===== config.mk =====
export PLATFORM = sky130hd
export DESIGN_NAME = pipeline_hazard_ctrl
export DESIGN_NICKNAME = d
export VERILOG_FILES = /design/src/rtl/pipeline_hazard_ctrl_pkg.sv /design/src/rtl/pipeline_hazard_ctrl_match.sv /design/src/rtl/pipeline_hazard_ctrl.sv
export SDC_FILE = /design/constraint.sdc
export NUM_CORES = 1
export LEC_CHECK = 0
export BUFFER_PORTS_ARGS = -buffer_cell sky130_fd_sc_hd__buf_2
export CAP_MARGIN = 30
export CORE_MARGIN = 2
export CORE_UTILIZATION = 40
export CTS_BUF_LIST = sky130_fd_sc_hd__clkbuf_4 sky130_fd_sc_hd__clkbuf_8 sky130_fd_sc_hd__clkbuf_16
export DETAILED_ROUTE_END_ITERATION = 6
export SYNTH_ARGS = -nofsm -noshare
export SYNTH_HDL_FRONTEND = slang
export SYNTH_SLANG_ARGS = --single-unit

===== constraint.sdc =====
create_clock -name clk -period 4.3 [get_ports clk]
set_input_delay 0.43 -clock clk [delete_from_list [all_inputs] [get_ports clk]]
set_output_delay 0.43 -clock clk [all_outputs]
set_load 0.01 [all_outputs]

===== src/rtl/pipeline_hazard_ctrl_pkg.sv =====
// Shared definitions for the pipeline hazard/forwarding controller: FSM encoding,
// control-word bit positions driven by the forwarding selects, and shadow-record widths.
package pipeline_ctrl_pkg;

  localparam int REG_IDX_W        = 5;
  localparam int DRAIN_CYCLES_DEF = 3;

  typedef enum logic [1:0] {
    RUN    = 2'd0,
    DRAIN  = 2'd1,
    HALTED = 2'd2
  } ctrlState_e;

  // Bit positions of the forwarding selects inside the decoder control words
  localparam int ID_CTRL_EXMEM_A  = 1;
  localparam int ID_CTRL_EXMEM_B  = 2;
  localparam int EX_CTRL_EXMEM_A  = 3;
  localparam int EX_CTRL_EXMEM_B  = 4;
  localparam int EX_CTRL_MEMWB_A  = 5;
  localparam int EX_CTRL_MEMWB_B  = 6;
  localparam int MEM_CTRL_MEMWB   = 4;

  // Shadow record: rW plus regWr, fpRegWr, memRd flags
  localparam int SHADOW_FLAG_W    = 3;
  localparam int SHADOW_W         = REG_IDX_W + SHADOW_FLAG_W;

endpackage


===== src/rtl/pipeline_hazard_ctrl_match.sv =====
// Single stage-versus-source comparator: does this pipeline stage write the register
// the ID instruction reads, in the same register class?
module hazard_match #(
  parameter int REG_W = 5
) (
  input  logic             stageRegWr,
  input  logic             stageFpRegWr,
  input  logic [REG_W-1:0] stageRW,
  input  logic [REG_W-1:0] src,
  input  logic             fpSrc,
  output logic             hit
);

  logic classWr;

  assign classWr = fpSrc ? stageFpRegWr : stageRegWr;
  // Integer r0 is hard-wired zero and never a real producer; fp f0 is an ordinary register
  assign hit = classWr && (stageRW == src) && (fpSrc || (src != {REG_W{1'b0}}));

endmodule


===== src/rtl/pipeline_hazard_ctrl.sv =====
// Hazard/forwarding controller: tracks EX/MEM destination shadows, picks forwarding
// selects, raises load-use and branch stalls, and drains the pipe before endProgram.
module pipeline_hazard_ctrl
  import pipeline_ctrl_pkg::*;
#(
  parameter int DRAIN_CYCLES = DRAIN_CYCLES_DEF,
  parameter int REG_W        = REG_IDX_W
) (
  input  logic             clk,
  input  logic             reset,
  input  logic [REG_W-1:0] rS1,
  input  logic [REG_W-1:0] rS2,
  input  logic             useS1,
  input  logic             useS2,
  input  logic             fpSrcId,
  input  logic             isStoreId,
  input  logic             isBranchId,
  input  logic [REG_W-1:0] rWId,
  input  logic             regWrId,
  input  logic             fp_regWrId,
  input  logic             memRdId,
  input  logic             haltId,
  output logic [1:0]       fwdIdCtrl,
  output logic [3:0]       fwdExCtrl,
  output logic             memWbMem,
  output logic             stall,
  output logic             ifIdWrIn,
  output logic             pcWr,
  output logic             bubble,
  output logic             endProgram
);

  localparam int             CNT_W    = (DRAIN_CYCLES > 1) ? $clog2(DRAIN_CYCLES) : 1;
  localparam logic [CNT_W-1:0] CNT_LOAD = CNT_W'(DRAIN_CYCLES - 1);
  localparam logic [CNT_W-1:0] CNT_ZERO = CNT_W'(1'b0);
  localparam logic [CNT_W-1:0] CNT_ONE  = CNT_W'(1'b1);

  // WB needs no record: the register file writes on the falling edge, so a WB
  // producer is already visible to the ID read.
  logic [REG_W-1:0] exRW, memRW;
  logic             exRegWr, exFpRegWr, exMemRd;
  logic             memRegWr, memFpRegWr, memMemRd;

  ctrlState_e       state, nextState;
  logic [CNT_W-1:0] drainCnt, nextCnt;

  logic exHitA, exHitB, memHitA, memHitB;
  logic exMemExA, exMemExB, memWbExA, memWbExB;
  logic exMemIdA, exMemIdB, storeDataFwd;
  logic loadUse, branchStall, hazard;

  hazard_match #(.REG_W(REG_W)) uExA (
    .stageRegWr(exRegWr), .stageFpRegWr(exFpRegWr), .stageRW(exRW),
    .src(rS1), .fpSrc(fpSrcId), .hit(exHitA)
  );
  hazard_match #(.REG_W(REG_W)) uExB (
    .stageRegWr(exRegWr), .stageFpRegWr(exFpRegWr), .stageRW(exRW),
    .src(rS2), .fpSrc(fpSrcId), .hit(exHitB)
  );
  hazard_match #(.REG_W(REG_W)) uMemA (
    .stageRegWr(memRegWr), .stageFpRegWr(memFpRegWr), .stageRW(memRW),
    .src(rS1), .fpSrc(fpSrcId), .hit(memHitA)
  );
  hazard_match #(.REG_W(REG_W)) uMemB (
    .stageRegWr(memRegWr), .stageFpRegWr(memFpRegWr), .stageRW(memRW),
    .src(rS2), .fpSrc(fpSrcId), .hit(memHitB)
  );

  // Youngest producer wins; a load still in EX cannot forward and is handled as a stall
  assign exMemExA     = exHitA && !exMemRd;
  assign exMemExB     = exHitB && !exMemRd;
  assign memWbExA     = memHitA && !exMemExA;
  assign memWbExB     = memHitB && !exMemExB;
  assign exMemIdA     = isBranchId && memHitA && !memMemRd;
  assign exMemIdB     = isBranchId && useS2 && memHitB && !memMemRd;
  assign storeDataFwd = isStoreId && exHitB && exMemRd;

  assign loadUse      = (useS1 && exHitA && exMemRd) ||
                        (useS2 && exHitB && exMemRd && !isStoreId);
  assign branchStall  = isBranchId && (exHitA || (memHitA && memMemRd));
  assign hazard       = loadUse || branchStall;

  assign fwdIdCtrl    = {exMemIdB, exMemIdA};
  assign fwdExCtrl    = {memWbExB, memWbExA, exMemExB, exMemExA};
  assign memWbMem     = storeDataFwd;

  // Shadow pipeline of destination info; a bubble enters EX as an empty record
  always_ff @(posedge clk) begin
    if (!reset) begin
      exRW       <= {REG_W{1'b0}};
      exRegWr    <= 1'b0;
      exFpRegWr  <= 1'b0;
      exMemRd    <= 1'b0;
      memRW      <= {REG_W{1'b0}};
      memRegWr   <= 1'b0;
      memFpRegWr <= 1'b0;
      memMemRd   <= 1'b0;
    end else begin
      exRW       <= bubble ? {REG_W{1'b0}} : rWId;
      exRegWr    <= bubble ? 1'b0 : regWrId;
      exFpRegWr  <= bubble ? 1'b0 : fp_regWrId;
      exMemRd    <= bubble ? 1'b0 : memRdId;
      memRW      <= exRW;
      memRegWr   <= exRegWr;
      memFpRegWr <= exFpRegWr;
      memMemRd   <= exMemRd;
    end
  end

  // FSM state and drain counter registers
  always_ff @(posedge clk) begin
    if (!reset) begin
      state    <= RUN;
      drainCnt <= CNT_ZERO;
    end else begin
      state    <= nextState;
      drainCnt <= nextCnt;
    end
  end

  // Next-state and stall/fetch/bubble/endProgram decode
  always_comb begin
    nextState  = state;
    nextCnt    = drainCnt;
    stall      = 1'b0;
    bubble     = 1'b0;
    ifIdWrIn   = 1'b1;
    pcWr       = 1'b1;
    endProgram = 1'b0;
    case (state)
      RUN: begin
        if (hazard) begin
          stall    = 1'b1;
          bubble   = 1'b1;
          ifIdWrIn = 1'b0;
          pcWr     = 1'b0;
        end else if (haltId) begin
          // halt itself travels down as a bubble; fetch freezes from the next cycle
          bubble    = 1'b1;
          nextState = DRAIN;
          nextCnt   = CNT_LOAD;
        end else begin
          nextState = RUN;
        end
      end
      DRAIN: begin
        bubble   = 1'b1;
        ifIdWrIn = 1'b0;
        pcWr     = 1'b0;
        if (drainCnt == CNT_ZERO) begin
          nextState = HALTED;
        end else begin
          nextCnt = drainCnt - CNT_ONE;
        end
      end
      HALTED: begin
        bubble     = 1'b1;
        ifIdWrIn   = 1'b0;
        pcWr       = 1'b0;
        endProgram = 1'b1;
      end
      default: begin
        nextState = RUN;
        nextCnt   = CNT_ZERO;
      end
    endcase
  end

endmodule


## Word level (Yosys, flattened, before mapping)

Index checks and enable logic that the tools add are counted.

- Bits in registers: 20
- Input port bits: 26
- Output and inout port bits: 12

- Add/subtract/negate cells: 1
- Equality and inequality tests: 10
- Muxes and demuxes: 18
- Bitwise logic cells: 2
- Reduce and logical (&&, ||, !) cells: 44

Operators with widths:

| kind | number |
|---|---|
| $logic_and A1 B1 Y1 | 26 |
| $eq A5 B5 Y1 | 4 |
| $pmux W2 S3 | 2 |
| $mux W2 | 5 |
| $reduce_bool A5 Y1 | 2 |
| $mux W1 | 9 |
| $ne A2 B2 Y1 const B | 4 |
| $logic_not A1 Y1 | 5 |
| $logic_or A1 B1 Y1 | 5 |
| $logic_not A2 Y1 | 2 |
| $pmux W1 S2 | 2 |
| $reduce_and A4 Y1 | 1 |
| $reduce_or A2 Y1 | 2 |
| $reduce_and A3 Y1 | 1 |
| $eq A2 B1 Y1 const B | 1 |
| $eq A2 B2 Y1 const B | 1 |
| $not A1 Y1 | 2 |
| $sub A2 B1 Y2 const B | 1 |

## Depth between registers and ports, before layout

Gate-level depths: netlist of the first run.

- Word-level depth: 11
- Depth in mapped cells: 8

## Modules after synthesis

A second synthesis of the first run with hierarchy kept.

- Cell total of the unflattened synthesis: 139
- Area, all modules: 1266.2 um^2

Modules (own cells, without submodules):

| module | times used | cells each | area each (um^2) | sequential area each (um^2) |
|---|---|---|---|---|
| pipeline_hazard_ctrl | 1 | 99 | 930.9 | 400.4 |
| hazard_match | 4 | 10 | 83.8 | 0.0 |

## Worst setup path after synthesis of the first run

OpenSTA, ideal clock, no wires.

- Kind: input -> output
- Start point: input port fpSrcId
- End point: output port pcWr
- Arrival time: 1.557 ns
- Slack: 2.313 ns
- Cell stages on the path: 6
- Path buffers: 1
- Cells stage by stage: nor4_2 > a211oi_2 > nand3_2 > nand3_4 > a21oi_1 > buf_4

- Cells in the longest elaborated chain, start to end: 10

RTL lines:

| item | line | RTL |
|---|---|---|
| start: declaration | pipeline_hazard_ctrl.sv:15 | `input logic fpSrcId,` |
| $mux W1 | pipeline_hazard_ctrl_match.sv:16 | `assign classWr = fpSrc ? stageFpRegWr : stageRegWr;` |
| $logic_and A1 B1 Y1 (2 in a row) | pipeline_hazard_ctrl_match.sv:18 | `assign hit = classWr && (stageRW == src) && (fpSrc \|\| (src != {REG_W{1'b0}}));` |
| $logic_and A1 B1 Y1 (3 in a row) | pipeline_hazard_ctrl.sv:79 | `(useS2 && exHitB && exMemRd && !isStoreId);` |
| $logic_or A1 B1 Y1 | pipeline_hazard_ctrl.sv:78 | `assign loadUse = (useS1 && exHitA && exMemRd) \|\|` |
| $logic_or A1 B1 Y1 * | pipeline_hazard_ctrl.sv:81 | `assign hazard = loadUse \|\| branchStall;` |
| $mux W1 * | n/a |  |
| $pmux W1 S2 * | n/a |  |
| end: declaration | pipeline_hazard_ctrl.sv:28 | `output logic pcWr,` |

Every way passes the cells marked *; elsewhere a longest branch is shown, timed or not.

## Worst setup path after layout of the first run

- Start point: register state[1]
- End point: output port pcWr

- Cells in the longest elaborated chain, start to end: 3

RTL lines:

| item | line | RTL |
|---|---|---|
| start: declaration | pipeline_hazard_ctrl.sv:44 | `ctrlState_e state, nextState;` |
| start signal: assignment | pipeline_hazard_ctrl.sv:116 | `state <= nextState;` |
| $eq A2 B1 Y1 or $eq A2 B2 Y1 (tied branches) | pipeline_hazard_ctrl.sv:130 | `case (state)` |
| $reduce_or A2 Y1 (no source line) | n/a |  |
| $pmux W1 S2 * | pipeline_hazard_ctrl.sv:130 |  |

Marks and branches as above.

==> impl_metrics.py, run 1 <==
metrics = {
    "logic_synthesis": {
        "yosys_register_bits": 20,
        "avgSynthCellArea_um2": 9.58,
        "yosysUniqueCellTypes": 35,
        "synth_compound_area_share_pct": 11.4,
        "synth-adder-area-share_pct": 5.06,
        "yosysWarnings": 0,
        "synth_mux_area_share_pct": 3.24,
        "synth-xor-area-share_pct": 14.2,
        "synth_simple_gate_area_share_pct": 27.6,
        "synth_cells": 129,
        "seq_area_frac_synth_pct": 32.4,
        "synth_top_family_by_area": "simple AND/OR/NAND/NOR gates",
        "netlist_area_um2": 1240,
        "synth_nets": 160,
    },
    "die": {
        "io-pin-count": 38,
        "die_w_um": 59.6,
        "start_util_pct": 41.2,
        "die_area_um2": 3550,
        "die_h_um": 59.6,
        "core-area_um2": 3000,
        "core.rowCount": 20,
    },
    "global_route": {
        "grt_usage_pct": 15.8,
        "grt_overflow": 0,
        "grt_max_degree": 17,
        "antenna_found_initial": 0,
        "grt_pass1_wl_um": 4180,
        "grt_pass1_vias": 937,
    },
    "power_and_ir_drop": {
        "seq_power_share_pct": 48.2,
        "switching_share_pct": 33.0,
        "power_frac_comb_pct": 33.1,
        "p_switching_w": 0.000155,
        "ir_drop_mv": 0.134,
        "p_clk_share_pct": 18.7,
        "p_int_w": 0.000315,
        "power.density_nw_per_um2": 328,
        "p_leak_nw": 0.669,
    },
    "final_layout": {
        "layout-drive-gt1-share_pct": 31.7,
        "nFillCells": 303,
        "layout.cells.non_filler": 194,
        "fin_area_um2": 1430,
        "area_growth_pct": 15.6,
        "final_net_count": 194,
        "n_antenna_cell": 0,
    },
    "setup_path": {
        "critPathLaunchType": "flip-flop",
        "path_max_fanout": 7,
        "crit_type": "flip-flop to output pin",
        "cp.arrival_ns": 1.92,
        "cp_data_required_time_ns": 3.87,
        "end_kind": "output pin",
    },
    "routing": {
        "via_per_inst": 4.89,
        "drc_errors": 0,
        "drtIter0Drc": 48,
        "dr_wl_met3_um": 110,
        "dr.pass1.iters": 4,
        "drt-total-wl_um": 2500,
        "wl_met1_um": 1230,
        "vias": 949,
        "ant_nets": 0,
        "wl_per_cell_um": 12.9,
        "dr.max_layer_used": "met4",
        "dr_wl_met2_um": 1140,
    },
    "status": {
        "status": "finished, final reports clean",
    },
    "run": {
        "cap_violations": 0,
    },
    "placement": {
        "gp_congestion": 0.882,
        "port_buffers": 37,
        "place_area_um2": 1410,
        "placed_cells": 191,
        "dp_hpwl_um": 2080,
    },
    "clock_tree": {
        "clock-sinks": 20,
        "cts_buffers": 3,
        "clockRootBuffer": "clkbuf_4",
        "clk_latency_ns": 0.29,
        "cts_tree": "built",
        "post_cts_resized": 0,
        "clk_pin_slew_worst_paths_ns": 0.11,
        "htree_levels": 1,
        "max-clock-path-buffers": 2,
        "post_cts_buffers": 0,
        "postCtsHoldBufs": 0,
    },
    "timing": {
        "fin_crit_sh_pct": 54.6,
        "rsz0062_at_grt": "no",
        "period_minus_slack_ns": 2.35,
        "worst_pin_slew_ns": 0.463,
        "max_freq_ghz": 0.426,
        "relSlewSlack_pct": 68.8,
        "tns_ns": 0,
        "hold_slack_ns": 0.323,
        "skew_ns": 0.00722,
        "final-hold-violation-count": 0,
        "slew_violations": 0,
        "setup_viol": 0,
    },
    "min_path": {
        "holdCritPathClass": "primary input to flip-flop",
    },
}
## power by group through the flow
stage	Combinational (W)	Sequential (W)	Clock (W)
global placement	0.000152	0.000231	0
global route	0.000173	0.000231	0.000102
floorplan	0.000113	0.000226	0
detailed placement	0.000157	0.000231	0
finish	0.000155	0.000226	0.0000878
CTS	0.000157	0.000227	0.0000928
## layout by cell type, fill, tap and decap left out, drive strengths merged
| master | count |
|---|---|
| xnor2 | 4 |
| o31a | 1 |
| nor2b | 3 |
| nor3b | 2 |
| o21ai | 1 |
| o21a | 1 |
| inv | 5 |
| o311ai | 1 |
| mux2i | 4 |
| a211o | 1 |
| a2111oi | 1 |
| nand4 | 2 |
| a211oi | 3 |
| and4b | 2 |
| nand3 | 6 |
| dfxtp | 20 |
| ha | 5 |
| xor2 | 16 |
| nor4 | 4 |
| nor3 | 1 |
| a41oi | 1 |
| clkbuf | 3 |
| buf | 37 |
| o41ai | 1 |
| a21oi | 4 |
| and2 | 16 |
| nor2 | 10 |
| nand2 | 4 |
| and3 | 2 |
## area by class of cell
type / count / area, um2 / share of cell area (%)
Inverter: 5 / 18.8 / 1.31
Clock buffer: 3 / 22.5 / 1.58
Sequential cell: 20 / 400 / 28.0
Tap cell: 33 / 41.3 / 2.89
Multi-Input combinational cell: 96 / 761 / 53.2
Timing Repair Buffer: 37 / 185 / 13.0
## state kept, by name, summed over array words and instances (netlist names)
signal / flops
memRegWr: 1
state: 2
drainCnt: 2
exMemRd: 1
exRW: 5
memMemRd: 1
exFpRegWr: 1
memRW: 5
exRegWr: 1
memFpRegWr: 1
## stage by stage
step,util [%],power [W],setup slack [ns]
2_1_floorplan,-,0.000339,2.31
3_3_place_gp,46.8,0.000383,2.12
3_5_place_dp,46.8,0.000388,2.11
4_1_cts,47.6,0.000477,1.93
5_1_grt,47.6,0.000506,1.81
6_report,47.6,0.000469,1.95
## Yosys cell counts (all sizes together)
cell type	n	area, um2
mux2i	4	40.0
nor3	1	5.00
a2111oi	1	27.5
a41oi	1	16.3
xnor2	4	35.0
a211o	1	10.0
clkbuf	1	3.75
o41ai	1	8.76
o31a	1	10.0
xor2	16	140
o21ai	1	5.00
o311ai	1	8.76
dfxtp	20	400
and3	2	12.5
nor4	4	46.3
a21oi	4	20.0
inv	5	18.8
and2	16	100
ha	5	62.6
nor3b	2	15.0
nand4	2	18.8
a211oi	3	27.5
nor2	10	37.5
and4b	2	20.0
o21a	1	7.51
buf	7	52.6
nor2b	3	18.8
nand2	4	15.0
nand3	6	52.6
## per-layer routing
metal	vias up	global-route usage, %
li1	502	-
met1	424	20.6
met2	21	26.1
met3	2	3.28
met4	0	4.76
met5	-	0
## path summary, 6_finish.rpt
path | from | to | slack [ns] | cells after the start
max | state[1] | pcWr | 1.95 | 8
min | rWId[4] | exRW[4] | 0.32 | 2
max reg2reg | state[0] | drainCnt[1] | 2.38 | 7
min reg2reg | exRegWr | memRegWr | 0.47 | 1
## critical path: stages, from the launching register on
cell	delay, ns
dfxtp_1	0.36
inv_1	0.09
ha_1	0.26
inv_1	0.12
a211oi_1	0.27
nand3_2	0.16
nand3_4	0.15
a21oi_1	0.07
buf_2	0.15
## cells by family after synthesis
logic type	Yosys count
XOR/XNOR	20
AND/OR/NAND/NOR	52
multiplexers	4
flip-flops	20
buffers and inverters	13
AO/OA/AOI/OAI	15
adder cells (fa/ha/maj)	5
(Power assumes the default switching activity.)
==> run 2, diff against run 1 <==
--- a/config.mk
+++ b/config.mk
@@ -5,6 +5,7 @@
 export SDC_FILE = /design/constraint.sdc
 export NUM_CORES = 1
 export LEC_CHECK = 0
+export ABC_AREA = 1
 export BUFFER_PORTS_ARGS = -buffer_cell sky130_fd_sc_hd__buf_2
 export CAP_MARGIN = 30
 export CORE_MARGIN = 2
==> constraint.sdc (replaced) <==
create_clock -name clk -period 2.3 [get_ports clk]
set_input_delay 0.23 -clock clk [delete_from_list [all_inputs] [get_ports clk]]
set_output_delay 0.23 -clock clk [all_outputs]
set_load 0.01 [all_outputs]
==> run 2 against run 1 <==
Effect of this change:
- synthesized area is 10% higher
- register-to-register slack worse by 1.7 ns
- synthesized cell count is 59% higher
- critical path type unchanged
==> impl_metrics.py, run 2 <==
metrics = {
    "global_route": {
        "grt_pass1_wl_um": 4280,
        "grt_pass1_vias": 998,
        "antenna_found_initial": 0,
        "grt_overflow": 0,
        "grt_usage_pct": 13.6,
        "grt_max_degree": 14,
    },
    "placement": {
        "placed_cells": 280,
        "port_buffers": 37,
        "place_ws_ns": 0.595,
        "place_area_um2": 1550,
        "dp_hpwl_um": 2070,
        "gp_congestion": 0.839,
    },
    "logic_synthesis": {
        "netlist_area_um2": 1360,
        "synth_top_flop_cell": "dfxtp_1",
        "synth_edf_count": 0,
        "synth_nets": 236,
        "synth_cells": 205,
        "avgSynthCellArea_um2": 6.63,
        "yosys-top-cells-area": "dfxtp_1, nand2_1, inv_1",
        "yosysWarnings": 0,
        "seq_area_frac_synth_pct": 29.4,
        "synth.most_common_cell": "nand2_1",
        "yosys.area.top_type": "dfxtp_1",
        "yosysUniqueCellTypes": 25,
        "netlist.area_leader.share_pct": 29.4,
        "yosys_register_bits": 20,
        "synth_common_cells": "nand2_1, inv_1, dfxtp_1",
        "ys_async_sr_fraction_pct": 0,
    },
    "die": {
        "die_w_um": 62.3,
        "core.rowCount": 21,
        "die_area_um2": 3880,
        "core-area_um2": 3310,
        "io-pin-count": 38,
        "start_util_pct": 41.1,
        "die_h_um": 62.3,
    },
    "clock_tree": {
        "clockRootBuffer": "clkbuf_4",
        "post_cts_buffers": 0,
        "cts_tree": "built",
        "max-clock-path-buffers": 2,
        "cts_buffers": 3,
        "postCtsHoldBufs": 0,
        "post_cts_resized": 0,
        "clk_pin_slew_worst_paths_ns": 0.12,
        "htree_levels": 1,
        "clock-sinks": 20,
        "clk_latency_ns": 0.30,
    },
    "final_layout": {
        "final_net_count": 270,
        "multi_input_area_um2": 734,
        "fin_area_um2": 1600,
        "ff_latch_area_um2": 400,
        "final_cell_mix": "nand2_1, inv_1, buf_2, dfxtp_1, nor2_1",
        "final_common_cell": "nand2_1",
        "nFillCells": 359,
        "n_antenna_cell": 0,
        "area_growth_pct": 17.6,
        "layout-drive-gt1-share_pct": 25.2,
        "reg.largest.list": "exRW x5, memRW x5",
        "layout.cells.non_filler": 284,
    },
    "routing": {
        "ant_nets": 0,
        "vias": 1155,
        "wl_per_cell_um": 8.90,
        "drt-total-wl_um": 2530,
        "dr.pass1.iters": 6,
        "via_per_inst": 4.07,
        "drc_errors": 0,
        "drtIter0Drc": 35,
    },
    "timing": {
        "max_freq_ghz": 0.494,
        "fin_crit_sh_pct": 87.9,
        "rsz0062_at_grt": "no",
        "skew_ns": 0.00709,
        "worst_pin_slew_ns": 0.327,
        "layout_setup_ws_ns": 0.277,
        "setup_viol": 0,
        "period_minus_slack_ns": 2.02,
        "relSlewSlack_pct": 78.2,
        "final-hold-violation-count": 0,
        "slew_violations": 0,
        "tns_ns": 0,
    },
    "setup_path": {
        "r2r_slack_ns": 0.73,
        "cp.arrival_ns": 1.79,
        "critPathLaunchType": "flip-flop",
        "cp_data_required_time_ns": 2.07,
        "path_max_fanout": 8,
        "crit_type": "flip-flop to output pin",
        "end_kind": "output pin",
    },
    "status": {
        "status": "finished, final reports clean",
    },
    "power_and_ir_drop": {
        "power.density_nw_per_um2": 703,
        "p_leak_nw": 0.916,
        "ir_drop_mv": 0.351,
    },
    "run": {
        "cap_violations": 0,
    },
    "min_path": {
        "holdCritPathClass": "primary input to flip-flop",
    },
}
run 2: changes by cell type in the layout (fill, tap and decap cells not counted), moves of 8 or more:
cell / before / now
and2_1: 16 / 0
nand2_1: 4 / 50
nor2_2: 0 / 8
xnor2_1: 4 / 12
nor2_1: 10 / 19
xor2_1: 16 / 2
inv_1: 5 / 45
run 2: metrics by stage:
step / util, % / hold WS [ns] / power [W]
6_report: 48.3 / 0.138 / 0.00112
5_1_grt: 48.3 / 0.132 / 0.00121
4_1_cts: 48.3 / 0.128 / 0.00113
3_5_place_dp: 46.7 / 0.421 / 0.000849
3_3_place_gp: 46.7 / 0.423 / 0.000849
2_1_floorplan: - / 0.357 / 0.000752
run 2: worst max-delay path, stage by stage, from the launching register on:
cell	delay, ns
dfxtp_1	0.41
xnor2_1	0.14
nand2_1	0.07
nor2_1	0.17
nand2_1	0.09
nand2_1	0.09
nand2_2	0.06
nand2_2	0.08
nand2_4	0.08
nand2_4	0.08
nand2_4	0.06
inv_1	0.05
buf_2	0.11
run 2: area by class of cell:
class                   count  area share [%]
well taps                  46            3.60
multi-input cells         132            45.9
flip-flops and latches     20            25.0
clock buffers               3            1.41
repair buffers             37            11.6
clock inverters             1            1.88
inverters                  45            10.6
run 2: logic make-up after synthesis:
group	count (synthesis)	synth area share [%]
AND/OR/NAND/NOR	105	37.0
buffers and inverters	53	16.6
AO/OA/AOI/OAI	8	3.40
adder cells (fa/ha/maj)	5	4.60
XOR/XNOR	14	9.02
flip-flops	20	29.4
run 2: power by group:
group	total (W)	internal [W]	leakage (nW)	switching, W
logic	0.000403	0.000168	0.725	0.000235
clock network	0.000283	0.000176	0.0279	0.000107
registers	0.000439	0.000397	0.164	0.0000414
total	0.00112	0.000741	0.916	0.000383
run 2: worst paths after layout:
check                           startpoint    endpoint  cells after the start
worst max register to register     exRW[0]     exMemRd                     12
worst max-delay path               exRW[0]      bubble                     12
worst min register to register   exFpRegWr  memFpRegWr                      2
worst min-delay path               rWId[0]     exRW[0]                      3
run 2: per-layer routing:
| layer | global-route usage [%] | vias up | wire, um |
|---|---|---|---|
| li1 | - | 659 | - |
| met1 | 19.5 | 459 | 1340 |
| met2 | 19.6 | 33 | 999 |
| met3 | 2.72 | 4 | 139 |
| met4 | 6.11 | 0 | 49 |
| met5 | 0 | - | 0 |
==> run 3, diff against run 2 <==
--- a/config.mk
+++ b/config.mk
@@ -8,10 +8,13 @@
 export ABC_AREA = 1
 export BUFFER_PORTS_ARGS = -buffer_cell sky130_fd_sc_hd__buf_2
 export CAP_MARGIN = 30
+export CELL_PAD_IN_SITES_DETAIL_PLACEMENT = 1
+export CELL_PAD_IN_SITES_GLOBAL_PLACEMENT = 2
 export CORE_MARGIN = 2
-export CORE_UTILIZATION = 40
+export CORE_UTILIZATION = 27
 export CTS_BUF_LIST = sky130_fd_sc_hd__clkbuf_4 sky130_fd_sc_hd__clkbuf_8 sky130_fd_sc_hd__clkbuf_16
 export DETAILED_ROUTE_END_ITERATION = 6
+export PLACE_DENSITY_LB_ADDON = 0.1
 export SYNTH_ARGS = -nofsm -noshare
 export SYNTH_HDL_FRONTEND = slang
 export SYNTH_SLANG_ARGS = --single-unit
==> run 3 against run 2 <==
Effect of this change:
- sequential power is essentially flat
- routed wire length is 28% higher
- first-iteration DRC count decreased by 57%
- critical path type unchanged
==> impl_metrics.py, run 3 (same netlist as run 2, synthesis figures left out) <==
metrics = {
    "die": {
        "core.rowCount": 25,
        "start_util_pct": 28.4,
        "core-area_um2": 4790,
        "io-pin-count": 38,
        "die_w_um": 75.0,
        "die_h_um": 75.0,
        "die_area_um2": 5620,
    },
    "clock_tree": {
        "clk_latency_ns": 0.27,
        "clock-sinks": 20,
        "post_cts_buffers": 0,
        "post_cts_resized": 0,
        "clk_pin_slew_worst_paths_ns": 0.09,
        "cts_tree": "built",
        "max-clock-path-buffers": 2,
        "cts_buffers": 3,
        "clockRootBuffer": "clkbuf_8",
        "postCtsHoldBufs": 0,
        "htree_levels": 1,
    },
    "power_and_ir_drop": {
        "ir_drop_mv": 0.236,
        "power.density_nw_per_um2": 746,
        "p_leak_nw": 0.924,
        "total_power_w": 0.00123,
    },
    "timing": {
        "setup_viol": 0,
        "relSlewSlack_pct": 77.6,
        "skew_ns": 0.00966,
        "hold_slack_ns": 0.171,
        "fin_crit_sh_pct": 85.9,
        "tns_ns": 0,
        "period_minus_slack_ns": 1.98,
        "rsz0062_at_grt": "no",
        "worst_pin_slew_ns": 0.336,
        "slew_violations": 0,
        "max_freq_ghz": 0.506,
        "final-hold-violation-count": 0,
    },
    "global_route": {
        "grt_overflow": 0,
        "grt_max_degree": 14,
        "grt_usage_pct": 13.0,
        "grt_pass1_wl_um": 5530,
        "grt_pass1_vias": 1196,
        "antenna_found_initial": 0,
    },
    "routing": {
        "wl_per_cell_um": 10.6,
        "via_per_inst": 3.97,
        "drtIter0Drc": 15,
        "drc_errors": 0,
        "vias": 1212,
        "drt-total-wl_um": 3240,
        "ant_nets": 0,
        "dr.pass1.iters": 4,
    },
    "final_layout": {
        "final_common_cell": "nand2_1",
        "n_antenna_cell": 0,
        "final_net_count": 270,
        "area_growth_pct": 20.9,
        "final_cell_mix": "nand2_1, inv_1, buf_2, dfxtp_1, nor2_1",
        "reg.largest.list": "exRW x5, memRW x5",
        "layout-drive-gt1-share_pct": 25.2,
    },
    "setup_path": {
        "crit_buf_inv": 2,
        "cpPeakStageDelay_ns": 0.34,
        "path_cells": "xnor2_1 > nand2_1 > nor2_1 > nand2_1 > nand2_1 > nand2_2 > nand2_2 > nand2_4 > nand2_4 > nand2_4 > inv_1 > buf_2",
        "cp.arrival_ns": 1.75,
        "cp_num_cells": 12,
        "crit_type": "flip-flop to output pin",
        "reg2regPathDepth": 12,
        "crit_family": "simple AND/OR/NAND/NOR gates",
        "critPathLaunchType": "flip-flop",
        "slowest_stage": "dfxtp_1",
        "path_max_fanout": 8,
        "end_kind": "output pin",
        "cp_data_required_time_ns": 2.07,
    },
    "min_path": {
        "holdCritPathClass": "primary input to flip-flop",
        "hold_depth": 3,
    },
    "run": {
        "cap_violations": 0,
    },
    "placement": {
        "gp_congestion": 0.731,
        "dp_hpwl_um": 2730,
        "port_buffers": 37,
    },
    "status": {
        "status": "finished, final reports clean",
    },
}
==> run 3: final timing paths <==
| check | startpoint | to | slack (ns) |
|---|---|---|---|
| worst max register to register | exRW[0] | exRW[0] | 0.72 |
| worst min register to register | exRegWr | memRegWr | 0.43 |
| worst min-delay path | rWId[3] | exRW[3] | 0.17 |
| worst max-delay path | exRW[0] | bubble | 0.32 |
==> run 3: worst register-to-register path, stage by stage, from the launching register on <==
cell     delay, ns
dfxtp_1       0.34
xnor2_1       0.21
nand2_1       0.08
nor2_1        0.15
nand2_1       0.09
nand2_1       0.09
nand2_2       0.06
nand2_2       0.08
nand2_4       0.08
nand2_4       0.08
nand2_4       0.06
nand2_8       0.11
nor2_2        0.04
==> run 3: metrics by stage <==
stage / util, % / area (um2) / std cells / setup WS [ns]
CTS: 34.4 / 1640 / 305 / 0.276
floorplan: - / 1360 / 205 / 0.798
detailed placement: 32.9 / 1570 / 301 / 0.541
finish: 34.4 / 1640 / 305 / 0.323
global placement: 32.9 / 1570 / 301 / 0.572
global route: 34.4 / 1640 / 305 / 0.127
==> run 3: cell type report <==
cell class	count	area, um2
clock buffers	3	41.3
clock inverters	1	30.0
fillers	632	3140
inverters	45	169
multi-input cells	132	734
flip-flops and latches	20	400
well taps	67	83.8
repair buffers	37	185
==> run 3: report_power, final <==
part / total, W / switching, W / internal [W]
sequential: 0.000436 / 0.0000386 / 0.000397
combinational: 0.000417 / 0.000248 / 0.000168
clock: 0.000373 / 0.000141 / 0.000233
==> run 3: per-layer routing <==
metal  share of wire, %  up-vias  routed length, um  track usage [%]
met5                  0        -                  0                0
li1                   -      663                  -                -
met2                 42       22               1370             21.2
met3                4.6        2                150             2.95
met1                 52      525               1690             17.9
met4               0.65        0                 21             2.38
